==> config.mk <==
export PLATFORM = sky130hd
export DESIGN_NAME = sample_fifo
export DESIGN_NICKNAME = d
export VERILOG_FILES = /design/src/rtl/sample_fifo.sv
export SDC_FILE = /design/constraint.sdc
export NUM_CORES = 1
export LEC_CHECK = 0
export BUFFER_PORTS_ARGS = -buffer_cell sky130_fd_sc_hd__buf_2
export CAP_MARGIN = 5
export CORE_AREA = 2 2 108 110
export CTS_CLUSTER_DIAMETER = 150
export CTS_CLUSTER_SIZE = 12
export DETAILED_ROUTE_END_ITERATION = 12
export DIE_AREA = 0 0 110 112
export GPL_TIMING_DRIVEN = 0
export REMOVE_ABC_BUFFERS = 1
export SYNTH_ARGS = -nofsm -noshare
export SYNTH_HDL_FRONTEND = slang
export SYNTH_SLANG_ARGS = --single-unit
==> constraint.sdc <==
create_clock -name ck -period 2.6 [get_ports ck]
set_clock_uncertainty 0.05 [all_clocks]
set_input_delay 0.13 -clock ck [delete_from_list [all_inputs] [get_ports ck]]
set_output_delay 0.13 -clock ck [all_outputs]
set_load 0.05 [all_outputs]
==> src/rtl/sample_fifo.sv <==
// Sample FIFO with no upstream back-pressure: samples that arrive while full are
// dropped and recorded in a sticky overflow flag and a saturating drop counter.
module sample_fifo #(
    parameter int WIDTH = 16,
    parameter int DEPTH = 4
) (
    input  logic                       ck,
    input  logic                       rst,
    input  logic                       in_vld,
    input  logic [WIDTH-1:0]           in_data,
    output logic                       out_vld,
    input  logic                       out_rdy,
    output logic [WIDTH-1:0]           out_data,
    output logic [$clog2(DEPTH):0]     count,
    output logic                       ovf,
    output logic [7:0]                 drop_cnt
);

    localparam int PW = $clog2(DEPTH);
    localparam int CW = PW + 1;

    logic [WIDTH-1:0] mem_q [DEPTH];
    logic [PW-1:0]    wrPtr_q, wrPtr_d;
    logic [PW-1:0]    rdPtr_q, rdPtr_d;
    logic [CW-1:0]    count_q, count_d;
    logic             ovf_q, ovf_d;
    logic [7:0]       dropCnt_q, dropCnt_d;

    logic full;
    logic pop;
    logic push;
    logic drop;

    // A pop in the same cycle frees a slot, so a push into a full FIFO still lands.
    assign full = (count_q == CW'(DEPTH));
    assign pop  = !rst && (count_q != '0) && out_rdy;
    assign push = !rst && in_vld && (!full || pop);
    assign drop = !rst && in_vld && !push;

    always_comb begin
        wrPtr_d   = wrPtr_q;
        rdPtr_d   = rdPtr_q;
        count_d   = count_q;
        ovf_d     = ovf_q;
        dropCnt_d = dropCnt_q;

        if (push) begin
            wrPtr_d = wrPtr_q + 1'b1;
        end
        if (pop) begin
            rdPtr_d = rdPtr_q + 1'b1;
        end
        if (push && !pop) begin
            count_d = count_q + 1'b1;
        end else if (pop && !push) begin
            count_d = count_q - 1'b1;
        end
        if (drop) begin
            ovf_d = 1'b1;
            if (dropCnt_q != 8'hFF) begin
                dropCnt_d = dropCnt_q + 8'd1;
            end
        end
    end

    always_ff @(posedge ck) begin
        if (rst) begin
            wrPtr_q   <= '0;
            rdPtr_q   <= '0;
            count_q   <= '0;
            ovf_q     <= 1'b0;
            dropCnt_q <= '0;
        end else begin
            wrPtr_q   <= wrPtr_d;
            rdPtr_q   <= rdPtr_d;
            count_q   <= count_d;
            ovf_q     <= ovf_d;
            dropCnt_q <= dropCnt_d;
        end
    end

    // Storage is deliberately left out of reset; occupancy alone says what is valid.
    always_ff @(posedge ck) begin
        if (push) begin
            mem_q[wrPtr_q] <= in_data;
        end
    end

    assign out_vld  = (count_q != '0);
    assign out_data = mem_q[rdPtr_q];
    assign count    = count_q;
    assign ovf      = ovf_q;
    assign drop_cnt = dropCnt_q;

endmodule
==> results of run 1 <==
metrics by stage:
step                cell area [µm²]  setup TNS (ps)  total power, mW  hold WS (ps)
finish                         4160               0             3.40           147
global route                   4160               0             3.55           163
CTS                            4150               0             3.44           143
detailed placement             3680               0             2.12           304
global placement               3680               0             2.11           297
floorplan                      3260           -16.4             1.97           149
cells in the mapped netlist (3+ instances only):
| library cell | n |
|---|---|
| sky130_fd_sc_hd__nor2b_1 | 3 |
| sky130_fd_sc_hd__dfxtp_1 | 18 |
| sky130_fd_sc_hd__mux4_2 | 16 |
| sky130_fd_sc_hd__mux2i_1 | 4 |
| sky130_fd_sc_hd__o21ai_0 | 3 |
| sky130_fd_sc_hd__nand2b_1 | 7 |
| sky130_fd_sc_hd__clkbuf_1 | 4 |
| sky130_fd_sc_hd__inv_1 | 5 |
| sky130_fd_sc_hd__and3_1 | 5 |
| sky130_fd_sc_hd__a21oi_1 | 5 |
| sky130_fd_sc_hd__a41oi_1 | 3 |
| sky130_fd_sc_hd__edfxtp_1 | 64 |
| sky130_fd_sc_hd__nand3_1 | 4 |
| sky130_fd_sc_hd__nor3_1 | 3 |
| sky130_fd_sc_hd__nor2_1 | 7 |
| sky130_fd_sc_hd__ha_1 | 6 |
power by group:
group	leakage, nW	switching, mW	total (mW)	internal (mW)
combinational	0.590	0.376	0.565	0.189
sequential	0.728	0.0694	1.54	1.47
clock	0.149	0.529	1.29	0.762
total	1.47	0.974	3.40	2.42
final cells by class:
cell class	instances	share of cell area [%]
Multi-Input combinational cell	92	23.2
Sequential cell	82	54.9
Timing Repair Buffer	64	9.63
Clock inverter	7	2.02
Tap cell	143	4.30
Clock buffer	9	5.42
Inverter	5	0.452
worst paths after layout:
kind | startpoint | to | slack [ps] | cells past startpoint
setup / recovery | count[1]$_SDFFE_PP0P_ | count[2]$_SDFFE_PP0P_ | 250 | 9
setup reg to reg | count[1]$_SDFFE_PP0P_ | count[2]$_SDFFE_PP0P_ | 250 | 9
hold reg to reg | rdPtr_q[1]$_SDFFE_PP0P_ | rdPtr_q[1]$_SDFFE_PP0P_ | 410 | 1
hold / removal | rst | count[0]$_SDFFE_PP0P_ | 150 | 2
critical path: cells and delay by family (launching register included):
kind	cells	cell delay (ps)
simple gates	3	780
fa+ha+maj	2	570
compound gates	1	130
xor+xnor	1	180
flops	1	400
buf+inv	2	170
kinds of logic after synthesis:
family | Yosys count | synth area share (%)
buf+inv | 13 | 1.78
flops | 82 | 69.2
xor+xnor | 2 | 0.531
mux | 21 | 12.5
compound gates | 21 | 5.01
simple gates | 41 | 8.12
fa+ha+maj | 7 | 2.88
state kept, by name, indices dropped and copies added (netlist names), named ones only:
name / flops
mem_q: 64
drop_cnt: 8
count: 3
rdPtr_q: 2
wrPtr_q: 2
ovf: 1
per-layer routing:
layer	wire length, µm	vias up
li1	-	878
met1	2650	902
met2	3020	48
met3	356	11
met4	91	0
met5	0	-
repair_timing:
| item | 4_1_cts | 5_1_grt |
|---|---|---|
| endpoints found under the hold margin | 64 | 0 |
| hold buffers | 16 | 0 |
| gates resized for setup | 1 | 1 |
| endpoints found under the setup margin | 1 | 1 |
==> flow_summary.ini, run 1 <==
[clock_network]
clk_path_buf_depth = 2
clock-root-buffer = sky130_fd_sc_hd__clkbuf_16
cts_tree = built
cts_sinks = 82
ctsHtreeMaxLevel = 3
cts_buffers = 9
cts_setup_buffers = 0
clkTransAtPathRegs_ps = 60
worstSkewPairLatency_ps = 340

[global_routing]
globalRouteOverflowTotal = 0
grt_max_degree = 26
first_global_vias = 1894
met2_track_usage_gr_pct = 17.9
antenna_found_initial = 0
grt_util_met3_pct = 4.68
gr-usage-met1_pct = 12.8
grt_pass1_wl_mm = 9.80
grt_util_all_layers_pct = 10.9
grt_busiest_layer = met2

[cells_and_area]
diodes = 0
drive_gt1_share_pct = 34.0
postLayoutCoreUtil_pct = 37.2
syn_to_final_growth_pct = 26.0
area_of_all_sequential_standard_cells_um2 = 2280
multi_input_logic_area_um2 = 966
fin_cells = 402
fillCellCount = 1037
layout.nets = 281
layout_common_cells = 64 x sky130_fd_sc_hd__edfxtp_1, 48 x sky130_fd_sc_hd__buf_2, 17 x sky130_fd_sc_hd__dfxtp_1, 16 x sky130_fd_sc_hd__mux4_2, 16 x sky130_fd_sc_hd__dlygate4sd3_1
layout_commonest_cell = sky130_fd_sc_hd__edfxtp_1

[place]
place_worst_setup_slack_ps = 132
post-place-cells = 370
detailedPlacementHpwl_mm = 3.77
port-buffer-count = 48
gp_congestion = 0.716

[timing]
timing_worst_slew_pin_value_ps = 935
max_freq_mhz = 426
rsz0062_at_grt = no
final.setup.worst_slack_ps = 253
final-setup-viol-count = 0
timing_hold_violations_final = 0
slew_violations = 0
layout_min_cycle_time_ps = 2350
normalized_max_slew_margin_pct = 37.6
finalCritPeriodShare_pct = 90.3

[critical_path]
worstSetupPathType = register to register
cp_max_fo = 6
timing.critical_path.mode_cell = sky130_fd_sc_hd__inv_1
setup.worst_path.start_class = register
cp_data_required_time_ps = 2820
timing.critical_path.slowest_cell_delay_ps = 400
setup.worst_path.end_class = register
timing.critical_path.arrival_ps = 2570
critical_path.slowest_cell = sky130_fd_sc_hd__dfxtp_1
timing.critical_path.cells = nor3_1 > inv_1 > nand2b_1 > ha_1 > inv_1 > fa_1 > xor2_1 > or3_1 > a21oi_1

[yosys]
synth-seq-cells = 82
yosysSeqAreaShare_pct = 69.2
synth.lib_cells_used.distinct = 40
yosysTopAreaCell = sky130_fd_sc_hd__edfxtp_1
synth-main-ff-cell = sky130_fd_sc_hd__edfxtp_1
async_flop_share_pct = 0
syn_area_per_cell_um2 = 17.6
synth.yosys.warnings = 0
synth_enable_flop_cells = 64
synth_top_area_share_pct = 58.3
postSynthCellCount = 187
synth.area.top_cells = sky130_fd_sc_hd__edfxtp_1 58%, sky130_fd_sc_hd__dfxtp_1 11%, sky130_fd_sc_hd__mux4_2 11%, sky130_fd_sc_hd__ha_1 2.3%, sky130_fd_sc_hd__nand2b_1 1.3%
syn_area_um2 = 3300

[floorplanning]
ioPinCount = 49
start_util_pct = 29.5
chipWidth_um = 110
core_region_area_um2 = 11200
die-area_um2 = 12300
std_cell_rows = 39
die_height_um = 112

[drt]
drt-wirelength-per-cell_um = 15.2
via_per_inst = 4.57
antenna_left = 0
drt_first_iter_violations = 93
drtPass1Iterations = 4
vias = 1839
sum_of_routed_wire_length_over_all_layers_mm = 6.12
remaining_drc_errors = 0

[power]
power_density_nw_per_um2 = 817
power_leakage_nw = 1.47
peakVddDrop_mv = 0.435

[min_path]
worstHoldPathType = input port to register

[flow_run]
maximum_capacitance_violations = 0

[status]
status = finished, final reports clean
Power figures use the tool's default switching activity.
==> run 2, diff against run 1 <==
--- a/config.mk
+++ b/config.mk
@@ -8,9 +8,9 @@
 export BUFFER_PORTS_ARGS = -buffer_cell sky130_fd_sc_hd__buf_2
 export CAP_MARGIN = 5
-export CORE_AREA = 2 2 108 110
+export CORE_AREA = 3 3 109 111
 export CTS_CLUSTER_DIAMETER = 150
 export CTS_CLUSTER_SIZE = 12
 export DETAILED_ROUTE_END_ITERATION = 12
-export DIE_AREA = 0 0 110 112
+export DIE_AREA = 0 0 112 114
 export GPL_TIMING_DRIVEN = 0
 export REMOVE_ABC_BUFFERS = 1
==> constraint.sdc (replaced) <==
create_clock -name ck -period 2.6 [get_ports ck]
set_clock_uncertainty 0.05 [all_clocks]
set_input_delay 0.13 -clock ck [delete_from_list [all_inputs] [get_ports ck]]
set_output_delay 0.13 -clock ck [all_outputs]
set_load 0.01 [all_outputs]
==> flow_summary.ini, run 2 (same netlist as run 1, synthesis figures left out) <==
[status]
status = finished, final reports clean

[cells_and_area]
fin_cells = 399
layout_commonest_cell = sky130_fd_sc_hd__edfxtp_1
layout.cell_area.non_filler_um2 = 4020
layout.nets = 281
layout_common_cells = 64 x sky130_fd_sc_hd__edfxtp_1, 48 x sky130_fd_sc_hd__buf_2, 17 x sky130_fd_sc_hd__dfxtp_1, 16 x sky130_fd_sc_hd__mux4_2, 16 x sky130_fd_sc_hd__dlygate4sd3_1
diodes = 0
largest_reg_flops = 64
drive_gt1_share_pct = 33.6
syn_to_final_growth_pct = 22.0
most_flops_register = mem_q

[global_routing]
antenna_found_initial = 0
first_global_vias = 1879
grt_max_degree = 26
grt_util_met3_pct = 3.98
globalRouteOverflowTotal = 0
gr-usage-met1_pct = 12.6
met2_track_usage_gr_pct = 16.6
grt_pass1_wl_mm = 9.92
grt_util_all_layers_pct = 10.1
grt_busiest_layer = met2

[critical_path]
critical_path.n_buffers_inverters = 2
timing.critical_path.mode_cell = sky130_fd_sc_hd__inv_1
critical_path.slowest_cell = sky130_fd_sc_hd__dfxtp_1
worstSetupPathType = register to register
timing.critical_path.cells = nor3_1 > inv_1 > nand2b_1 > ha_1 > inv_1 > fa_1 > xor2_1 > or3_1 > a21oi_1
setup.worst_path.end_class = register
setup.worst_path.start_class = register
timing.critical_path.slowest_cell_delay_ps = 400
cp_data_required_time_ps = 2830
timing.critical_path.arrival_ps = 2600
critical_path.top_delay_family = simple AND/OR/NAND/NOR gates
cp_max_fo = 6
rrSetupSlack_ps = 230

[clock_network]
clkTransAtPathRegs_ps = 90
ctsHtreeMaxLevel = 3
clock-root-buffer = sky130_fd_sc_hd__clkbuf_8
cts_sinks = 82
worstSkewPairLatency_ps = 350
cts_tree = built
cts_buffers = 9
clk_path_buf_depth = 2

[drt]
antenna_left = 0
via_per_inst = 4.68
sum_of_routed_wire_length_over_all_layers_mm = 6.19
drt_first_iter_violations = 99
remaining_drc_errors = 0
drtPass1Iterations = 4
vias = 1868
drt-wirelength-per-cell_um = 15.5

[min_path]
worstHoldPathType = input port to register

[timing]
rsz0062_at_grt = no
normalized_max_slew_margin_pct = 40.6
layout_min_cycle_time_ps = 2370
setup_total_negative_slack_ps = 0
timing_worst_slew_pin_value_ps = 891
slew_violations = 0
final-setup-viol-count = 0
timing_hold_violations_final = 0
hold-worst-slack_ps = 125
max_freq_mhz = 423
finalCritPeriodShare_pct = 91.0

[floorplanning]
chipWidth_um = 112
start_util_pct = 30.3
ioPinCount = 49
die_height_um = 114
core_region_area_um2 = 10900
die-area_um2 = 12800
std_cell_rows = 38

[place]
gp_congestion = 0.766
port-buffer-count = 48
detailedPlacementHpwl_mm = 3.85
placed_area_um2 = 3670
post-place-cells = 367

[flow_run]
maximum_capacitance_violations = 0

[power]
internal-power_mw = 2.02
total_power_mw = 2.74
power_density_nw_per_um2 = 681
total_switching_power_uw = 722
comb_power_share_pct = 13.3
peakVddDrop_mv = 0.343
power_leakage_nw = 1.40
pwr-share-clk_pct = 30.4
switching_fraction_of_total_power_pct = 26.4
power.share.sequential_pct = 56.3
[run 2: cell types whose count changed in the layout (fill, tap and decap cells not counted)]
cell,change
sky130_fd_sc_hd__clkbuf_8,+9
sky130_fd_sc_hd__bufinv_16,-1
sky130_fd_sc_hd__inv_6,-2
sky130_fd_sc_hd__clkinvlp_4,+2
sky130_fd_sc_hd__clkbuf_1,+1
sky130_fd_sc_hd__clkbuf_16,-9
[run 2: worst paths after layout]
check                          start                 endpoint  depth (start not counted)
max reg2reg    count[1]$_SDFFE_PP0P_    count[2]$_SDFFE_PP0P_                          9
min                              rst    count[0]$_SDFFE_PP0P_                          2
min reg2reg  rdPtr_q[1]$_SDFFE_PP0P_  rdPtr_q[1]$_SDFFE_PP0P_                          1
max            count[1]$_SDFFE_PP0P_    count[2]$_SDFFE_PP0P_                          9
[run 2: cell type report]
cell class,instances,area (µm²)
fillers,1019,6870
flip-flops and latches,82,2280
multi-input cells,92,966
repair buffers,64,400
well taps,140,175
clock buffers,10,128
clock inverters,6,51.3
inverters,5,18.8
[run 2: per-layer routing]
metal | part of all wire (%) | up-vias
met2 | 48 | 69
met1 | 45 | 911
li1 | - | 877
met3 | 6.1 | 11
met4 | 1.1 | 0
met5 | 0 | -
[run 2: what timing repair did]
item / 4_1_cts / 5_1_grt
endpoints found under the hold margin: 64 / 0
hold buffers: 16 / 0
endpoints found under the setup margin: 0 / 17
gates resized for setup: 0 / 2
setup buffers: 0 / 0
[run 2: metrics by stage]
stage	setup WS (ps)	util, %
finish	235	36.9
global route	58.8	36.9
CTS	71.0	36.9
detailed placement	121	33.7
global placement	179	33.7
floorplan	407	-
[run 2: worst reg2reg max path: cells and delay by family (launching register included)]
| family | cells | cell delay, ps |
|---|---|---|
| flops | 1 | 400 |
| simple gates | 3 | 810 |
| compound gates | 1 | 130 |
| buf+inv | 2 | 190 |
| fa+ha+maj | 2 | 550 |
| xor+xnor | 1 | 170 |
[run 2: power groups by stage]
stage / Clock [mW] / Sequential [mW] / Combinational (mW)
3_3_place_gp: 0 / 1.56 / 0.340
2_1_floorplan: 0 / 1.56 / 0.213
4_1_cts: 0.870 / 1.54 / 0.369
6_report: 0.832 / 1.54 / 0.365
5_1_grt: 0.928 / 1.55 / 0.400
3_5_place_dp: 0 / 1.57 / 0.349
